===== src/rtl/morse_key_classifier.sv =====
// Straight-key front end: synchronise and debounce the key, then time marks and spaces
// on a prescaled tick to produce dot/dash/gap symbols, word-gap and stuck-key pulses.
module morse_key_classifier #(
   parameter int TICK_DIV       = 1,
   parameter int DEBOUNCE_TICKS = 2,
   parameter int DASH_TICKS     = 6,
   parameter int CHAR_GAP_TICKS = 10,
   parameter int WORD_GAP_TICKS = 25,
   parameter int STUCK_TICKS    = 40,
   parameter int CNT_W          = 8
) (
   input  logic       clk,
   input  logic       rst_n,
   input  logic       key_in,
   output logic [1:0] morse_signal,
   output logic       word_gap,
   output logic       key_level,
   output logic       stuck_err
);

   localparam logic [1:0] SYM_NONE = 2'b00;
   localparam logic [1:0] SYM_DOT  = 2'b01;
   localparam logic [1:0] SYM_DASH = 2'b10;
   localparam logic [1:0] SYM_GAP  = 2'b11;

   typedef enum logic [1:0] {IDLE, MARK, SPACE, WAIT_WORD} state_t;

   logic [1:0]       sync_reg;
   logic [CNT_W-1:0] pre_cnt_reg;
   logic [CNT_W-1:0] deb_cnt_reg;
   logic             key_level_reg;
   logic             key_level_d_reg;
   logic             key_sync;
   logic             tick;
   logic             rise;
   logic             fall;

   state_t           state_reg;
   logic [CNT_W-1:0] mark_cnt_reg;
   logic [CNT_W-1:0] space_cnt_reg;
   logic             stuck_seen_reg;
   logic [1:0]       morse_signal_reg;
   logic             word_gap_reg;
   logic             stuck_err_reg;
   logic [CNT_W-1:0] mark_inc;
   logic [CNT_W-1:0] space_inc;

   assign key_sync  = sync_reg[1];
   assign tick      = (pre_cnt_reg == CNT_W'(TICK_DIV - 1));
   assign rise      = key_level_reg & ~key_level_d_reg;
   assign fall      = ~key_level_reg & key_level_d_reg;
   assign mark_inc  = (mark_cnt_reg == '1) ? mark_cnt_reg : mark_cnt_reg + 1'b1;
   assign space_inc = (space_cnt_reg == '1) ? space_cnt_reg : space_cnt_reg + 1'b1;

   // Synchroniser, free-running prescaler and debounce filter.
   always_ff @(posedge clk or negedge rst_n) begin
      if (!rst_n) begin
         sync_reg        <= 2'b00;
         pre_cnt_reg     <= '0;
         deb_cnt_reg     <= '0;
         key_level_reg   <= 1'b0;
         key_level_d_reg <= 1'b0;
      end else begin
         sync_reg        <= {sync_reg[0], key_in};
         key_level_d_reg <= key_level_reg;
         if (tick) begin
            pre_cnt_reg <= '0;
         end else begin
            pre_cnt_reg <= pre_cnt_reg + 1'b1;
         end
         if (tick) begin
            if (key_sync != key_level_reg) begin
               // The tick that completes the run flips the level, so both edges see the same delay.
               if (deb_cnt_reg >= CNT_W'(DEBOUNCE_TICKS - 1)) begin
                  key_level_reg <= ~key_level_reg;
                  deb_cnt_reg   <= '0;
               end else begin
                  deb_cnt_reg <= deb_cnt_reg + 1'b1;
               end
            end else begin
               deb_cnt_reg <= '0;
            end
         end
      end
   end

   // Symbol timing FSM; a rising edge always takes priority over a gap threshold.
   always_ff @(posedge clk or negedge rst_n) begin
      if (!rst_n) begin
         state_reg        <= IDLE;
         mark_cnt_reg     <= '0;
         space_cnt_reg    <= '0;
         stuck_seen_reg   <= 1'b0;
         morse_signal_reg <= SYM_NONE;
         word_gap_reg     <= 1'b0;
         stuck_err_reg    <= 1'b0;
      end else begin
         morse_signal_reg <= SYM_NONE;
         word_gap_reg     <= 1'b0;
         stuck_err_reg    <= 1'b0;
         case (state_reg)
            IDLE: begin
               if (rise) begin
                  state_reg      <= MARK;
                  mark_cnt_reg   <= '0;
                  stuck_seen_reg <= 1'b0;
               end
            end
            MARK: begin
               if (fall) begin
                  state_reg     <= SPACE;
                  space_cnt_reg <= '0;
                  if (!stuck_seen_reg) begin
                     morse_signal_reg <= (mark_cnt_reg < CNT_W'(DASH_TICKS)) ? SYM_DOT : SYM_DASH;
                  end
               end else if (tick) begin
                  mark_cnt_reg <= mark_inc;
                  if (mark_inc == CNT_W'(STUCK_TICKS) && !stuck_seen_reg) begin
                     stuck_err_reg  <= 1'b1;
                     stuck_seen_reg <= 1'b1;
                  end
               end
            end
            SPACE: begin
               if (rise) begin
                  state_reg      <= MARK;
                  mark_cnt_reg   <= '0;
                  stuck_seen_reg <= 1'b0;
               end else if (tick) begin
                  space_cnt_reg <= space_inc;
                  if (space_inc == CNT_W'(CHAR_GAP_TICKS)) begin
                     morse_signal_reg <= SYM_GAP;
                     state_reg        <= WAIT_WORD;
                  end
               end
            end
            WAIT_WORD: begin
               if (rise) begin
                  state_reg      <= MARK;
                  mark_cnt_reg   <= '0;
                  stuck_seen_reg <= 1'b0;
               end else if (tick) begin
                  space_cnt_reg <= space_inc;
                  if (space_inc == CNT_W'(WORD_GAP_TICKS)) begin
                     word_gap_reg <= 1'b1;
                     state_reg    <= IDLE;
                  end
               end
            end
            default: state_reg <= IDLE;
         endcase
      end
   end

   assign morse_signal = morse_signal_reg;
   assign word_gap     = word_gap_reg;
   assign key_level    = key_level_reg;
   assign stuck_err    = stuck_err_reg;

endmodule


===== config.mk =====
export PLATFORM = sky130hd
export DESIGN_NAME = morse_key_classifier
export DESIGN_NICKNAME = d
export VERILOG_FILES = /design/src/rtl/morse_key_classifier.sv
export SDC_FILE = /design/constraint.sdc
export NUM_CORES = 1
export LEC_CHECK = 0
export ABC_CLOCK_PERIOD_IN_PS = 2500
export CELL_PAD_IN_SITES_DETAIL_PLACEMENT = 1
export CELL_PAD_IN_SITES_GLOBAL_PLACEMENT = 2
export CORE_AREA = 3 3 78 95
export CTS_CLUSTER_DIAMETER = 40
export CTS_CLUSTER_SIZE = 8
export DETAILED_ROUTE_END_ITERATION = 16
export DIE_AREA = 0 0 81 98
export GPL_TIMING_DRIVEN = 1
export PLACE_DENSITY_LB_ADDON = 0.1
export SKIP_LAST_GASP = 1
export SYNTH_ARGS = -nofsm -noshare
export SYNTH_HDL_FRONTEND = slang
export SYNTH_SLANG_ARGS = --single-unit

===== constraint.sdc =====
create_clock -name clk -period 2.5 [get_ports clk]
set_clock_uncertainty 0.15 [all_clocks]
set_input_delay 0.5 -clock clk [delete_from_list [all_inputs] [get_ports clk]]
set_output_delay 0.5 -clock clk [all_outputs]
set_load 0.01 [all_outputs]

==> metrics.cfg, run 1 <==
[cells_and_area]
mostFrequentLayoutCell=dfrtp_1
multi_input_area_um2=1335
fillerInstances=777
drive_gt1_frac=0.1289
nets=303
antenna_cells=0
final_cell_mix=dfrtp_1, a21oi_1, nand2_1
area_growth_pct=13.70
ff_latch_area_um2=1076

[run_status]
status=completed

[sta]
max_freq_ghz=0.4311
maxSlewHeadroom=0.6527
min_period_over_period=0.9279
rsz0062_at_grt=false
finalHoldViolations=0
holdWs_ns=0.01174
tightestPinTransition_ns=0.5078
setup_viol=0
tns_ns=0
finalCriticalPeriod_ns=2.320
drv_slew=0

[global_routing]
grt.overflow.total=0
grt_start_max_net_pins=24
first_global_vias=2172
antenna_found_initial=0
grt_pass1_wl_mm=10.73
grtUsageTotal=0.1707

[synth]
yosysWarnings=0
async_reset_ff_frac=1.000
synth_area_um2=2520
synthFlopType=dfrtp_1
synth_top_family_by_area=simple AND/OR/NAND/NOR gates
synth-seq-cells=43
synth-xor-area-share=0.02781
yosysSeqAreaShare=0.4270
ys_types=53
synthAdderAreaFrac=0.06951
synth-compound-area-share=0.2036
syn_inst=270
synth_fp_nets=287
synth-simple-area-share=0.2155
muxShareOfSynthArea=0.01241
synth_edf_count=0
avgSynthCellArea_um2=9.333

[clock_network]
clk_pin_slew_ns=0.10
cts_buffers=5
insertion_delay_ns=0.31
cts_tree=done
cts_sinks=43
clk_path_buf_depth=2
cts-root-buf=clkbuf_8
ctsHoldBuffers=0
cts_max_level=2

[floorplan]
io_pins=8
die_x_um=81
dieArea_um2=7938
start_util=0.3885
die_h_um=98
rows=32
coreArea_um2=6486

[critical_path]
cp-start-kind=flop
crit_type=reg -> reg
startpoint=state_reg[1]
r2r-start=state_reg[1]
worst_ep_arrival_time_ns=2.37
reg2reg_slack_ns=0.18
end_kind=flop
critPathMaxFanout=9
required_ns=2.55

[routing]
post-route-drc-count=0
drt-initial-drc-count=64
vias=2066
wl_per_cell_um=16.69
wirelength_mm=6.208
vias_per_cell=5.554
first_pass_iters=4
antenna_left=0

[pwr]
clkPwrFrac=0.208
p_leak_nw=1.253
p_per_area_nw_per_um2=974.0
internal_power_mw=1.653
power_mw=2.791
p_sw_frac=0.4078
seq_power_share=0.341
ir_drop_uv=445.4
p_switching_mw=1.138
pwr-share-comb=0.451

[place]
gp_congestion=0.7971
dp_hpwl_mm=4.643
portBuffers=7

[run]
drv_cap=0

[min_path]
hold_path.class=in -> async

## layout make-up
class / count / share of cell area
multi-input cells: 202 / 0.4659
flip-flops and latches: 43 / 0.3755
repair buffers: 21 / 0.06376
well taps: 85 / 0.03712
clock buffers: 5 / 0.02402
inverters: 13 / 0.01703
clock inverters: 3 / 0.01659
## synthesized netlist by cell type, types with 3 or more instances
master,count,area (µm²)
clkbuf_1,3,11.26
and2_1,7,43.79
o21a_1,3,22.52
nor2_1,15,56.30
nor3_1,5,25.02
nand4_1,4,25.02
a41oi_1,3,26.28
and3_1,6,37.54
nand3_1,10,50.05
xnor2_1,7,61.31
dfrtp_1,43,1076
o21ai_0,11,55.05
a21o_1,3,22.52
or3_1,3,18.77
nand2b_1,4,25.02
nor4_1,3,18.77
a21oi_1,34,170.2
nand2_1,23,86.33
or2_2,4,25.02
buf_2,8,40.04
o211ai_1,4,30.03
and4_1,3,26.28
ha_1,14,175.2
inv_1,13,48.80
## power by group through the flow
stage	Combinational, mW	Sequential [mW]	Clock (mW)
detailed placement	1.26	0.968	0
global route	1.42	0.977	0.636
floorplan	0.884	0.930	0
CTS	1.28	0.952	0.602
global placement	1.25	0.960	0
finish	1.26	0.952	0.580
## routing by layer
layer | routed length (µm) | vias to the layer above | track usage
li1 | - | 1003 | -
met1 | 2821 | 1040 | 0.2136
met2 | 3175 | 14 | 0.2954
met3 | 96 | 9 | 0.02491
met4 | 116 | 0 | 0.05722
met5 | 0 | - | 0
## worst max-delay path, stage by stage, from the launching register on
cell	delay, ns
dfrtp_1	0.41
inv_1	0.12
ha_1	0.31
or2_1	0.30
a221oi_1	0.35
a22o_1	0.24
o21ai_2	0.08
o311ai_2	0.26
## stage by stage
stage / cell area (µm²) / cells / util / worst slack, ns
after floorplan: 2520 / 270 / - / 0.2253
after global placement: 2746 / 364 / 0.4234 / 0.2143
after detailed placement: 2746 / 364 / 0.4234 / 0.1488
after CTS: 2863 / 372 / 0.4414 / 0.1215
after global routing: 2865 / 372 / 0.4417 / 0.01052
final: 2865 / 372 / 0.4417 / 0.1802
## cells by family (layout without fill, tap and decap cells)
group                    after synthesis  count (layout)
AND/OR/NAND/NOR                       99              99
AO/OA/AOI/OAI                         78              78
flip-flops                            43              43
buffers and inverters                 25              42
adder cells (fa/ha/maj)               14              14
XOR/XNOR                               8               8
multiplexers                           3               3
## worst paths after layout
kind	endpoint	cells after the start
min in group clk	sync_reg[1]	0
min reg2reg	sync_reg[1]	0
max in group asynchronous	space_cnt_reg[6]	2
max reg2reg	state_reg[0]	7
min	deb_cnt_reg[1]	1
max	state_reg[0]	7
## repair_timing
| action | CTS | global route |
|---|---|---|
| setup buffers | 0 | 0 |
| resized for setup | 0 | 1 |
| endpoints found under the setup margin | 0 | 3 |
Note: power is estimated with default switching activity, not from simulation.
==> inputs of run 2 (changes only) <==
Settings changed: MAX_ROUTING_LAYER from default to met4.
==> metrics.cfg, run 2 (synthesized netlist as in run 1, its figures left out) <==
[pwr]
p_switching_mw=1.137  ; was 1.138 mW
clkPwrFrac=0.207  ; was 0.208
p_per_area_nw_per_um2=973.5  ; was 974.0 nW/µm²
internal_power_mw=1.653  ; about the same
seq_power_share=0.341  ; about the same
p_leak_nw=1.253  ; unchanged
pwr-share-comb=0.451  ; about the same
ir_drop_uv=444.5  ; was 445.4 µV
p_sw_frac=0.4075  ; was 0.4078

[clock_network]
cts_sinks=43  ; unchanged
clk_pin_slew_ns=0.10  ; about the same
clk_path_buf_depth=2  ; unchanged
cts_setup_buffers=0  ; unchanged
cts_max_level=2  ; unchanged
cts_tree=done  ; unchanged
cts-root-buf=clkbuf_8  ; unchanged
insertion_delay_ns=0.30  ; was 0.31 ns
cts_buffers=5  ; unchanged

[critical_path]
rr_worst_depth=7  ; unchanged
cp-start-kind=flop  ; unchanged
worst_ep_arrival_time_ns=2.37  ; about the same
crit_type=reg -> reg  ; unchanged
required_ns=2.55  ; about the same
r2r-start=state_reg[1]  ; unchanged
reg2reg_slack_ns=0.18  ; about the same
end_kind=flop  ; unchanged
critPathMaxFanout=9  ; unchanged
r2r_end=state_reg[0]  ; unchanged

[sta]
finalCriticalPeriod_ns=2.318  ; was 2.320 ns
tightestPinTransition_ns=0.5078  ; unchanged
rsz0062_at_grt=false  ; unchanged
finalHoldViolations=0  ; unchanged
max_freq_ghz=0.4314  ; was 0.4311 GHz
min_period_over_period=0.9272  ; was 0.9279
setup_viol=0  ; unchanged
tns_ns=0  ; unchanged
drv_slew=0  ; unchanged
fin_ws_ns=0.1819  ; was 0.1802 ns
maxSlewHeadroom=0.6527  ; unchanged

[global_routing]
grt_pass1_wl_mm=10.71  ; was 10.73 mm
first_global_vias=2169  ; was 2172
antenna_found_initial=0  ; unchanged
grt.overflow.total=0  ; unchanged
grtUsageTotal=0.1757  ; was 0.1707
grt_start_max_net_pins=24  ; unchanged

[floorplan]
die_x_um=81  ; unchanged
start_util=0.3885  ; unchanged
coreArea_um2=6486  ; unchanged
dieArea_um2=7938  ; unchanged
die_h_um=98  ; unchanged
io_pins=8  ; unchanged
rows=32  ; unchanged

[cells_and_area]
finalInstanceArea_um2=2865  ; unchanged
final_cell_mix=dfrtp_1, a21oi_1, nand2_1  ; unchanged
area_growth_pct=13.70  ; unchanged
mostFrequentLayoutCell=dfrtp_1  ; unchanged
drive_gt1_frac=0.1289  ; unchanged
antenna_cells=0  ; unchanged
layoutNonFillerInstCount=372  ; unchanged
nets=303  ; unchanged
finalCoreUtilization=0.4417  ; unchanged
fillerInstances=777  ; unchanged

[routing]
drt-initial-drc-count=65  ; was 64
wirelength_mm=6.200  ; was 6.208 mm
wl_per_cell_um=16.67  ; was 16.69 µm
first_pass_iters=4  ; unchanged
vias=2069  ; was 2066
vias_per_cell=5.562  ; was 5.554
antenna_left=0  ; unchanged
post-route-drc-count=0  ; unchanged

[place]
post_dp_cell_area_um2=2746  ; unchanged
portBuffers=7  ; unchanged
gp_congestion=0.8085  ; was 0.7971
dp_hpwl_mm=4.643  ; unchanged
placed_cells=364  ; unchanged
dp_slack_ns=0.1488  ; unchanged

[min_path]
hold_path.class=in -> async  ; unchanged

[run]
drv_cap=0  ; unchanged

[run_status]
status=completed  ; unchanged

## run 2: cell counts in the layout (fill, tap and decap cells not counted)
No cell type changed its count.
## run 2: power groups by stage
stage | Combinational [mW] | Sequential (mW) | Clock (mW)
after floorplan | 0.884 | 0.930 | 0
after global placement | 1.25 | 0.960 | 0
after detailed placement | 1.26 | 0.968 | 0
after CTS | 1.28 | 0.952 | 0.602
after global routing | 1.42 | 0.977 | 0.636
final | 1.26 | 0.952 | 0.578
## run 2: worst max path at each step
stage                      from      endpoint  slack, ns  cells past startpoint
4_1_cts        space_cnt_reg[0]  state_reg[0]       0.12                      7
2_1_floorplan      state_reg[0]  state_reg[0]       0.23                      9
6_report           state_reg[1]  state_reg[0]       0.18                      7
3_5_place_dp   space_cnt_reg[0]  state_reg[0]       0.15                      7
5_1_grt            state_reg[1]  state_reg[0]       0.01                      7
3_3_place_gp   space_cnt_reg[0]  state_reg[0]       0.21                      7
## run 2: repair_timing
action,CTS,global route
gates resized for setup,0,1
hold buffers,0,0
endpoints found under the setup margin,0,3
## run 2: routing by layer
layer,wire length (µm),GRT usage,up-vias
li1,-,-,1005
met1,2823,0.2130,1041
met2,3181,0.2960,14
met3,89,0.02491,9
met4,106,0.05722,0
met5,0,-,-
## run 2: cell type report
class                      count  area [µm²]  share of cell area
multi-input combinational    202        1335              0.4659
inverter                      13       48.80             0.01703
tap                           85       106.4             0.03712
clock inverter                 3       47.55             0.01659
timing repair buffer          21       182.7             0.06376
clock buffer                   5       68.82             0.02402
sequential                    43        1076              0.3755
## run 2: stage by stage
step,total power [mW],hold WS [ns]
6_report,2.789,0.01391
3_3_place_gp,2.207,0.2018
5_1_grt,3.030,0.03781
4_1_cts,2.829,0.02709
3_5_place_dp,2.233,0.1873
2_1_floorplan,1.814,0.05441
## run 2: worst max-delay path: stages (launching register included)
cell	delay, ns
dfrtp_1	0.41
inv_1	0.12
ha_1	0.31
or2_1	0.30
a221oi_1	0.35
a22o_1	0.24
o21ai_2	0.08
o311ai_2	0.26
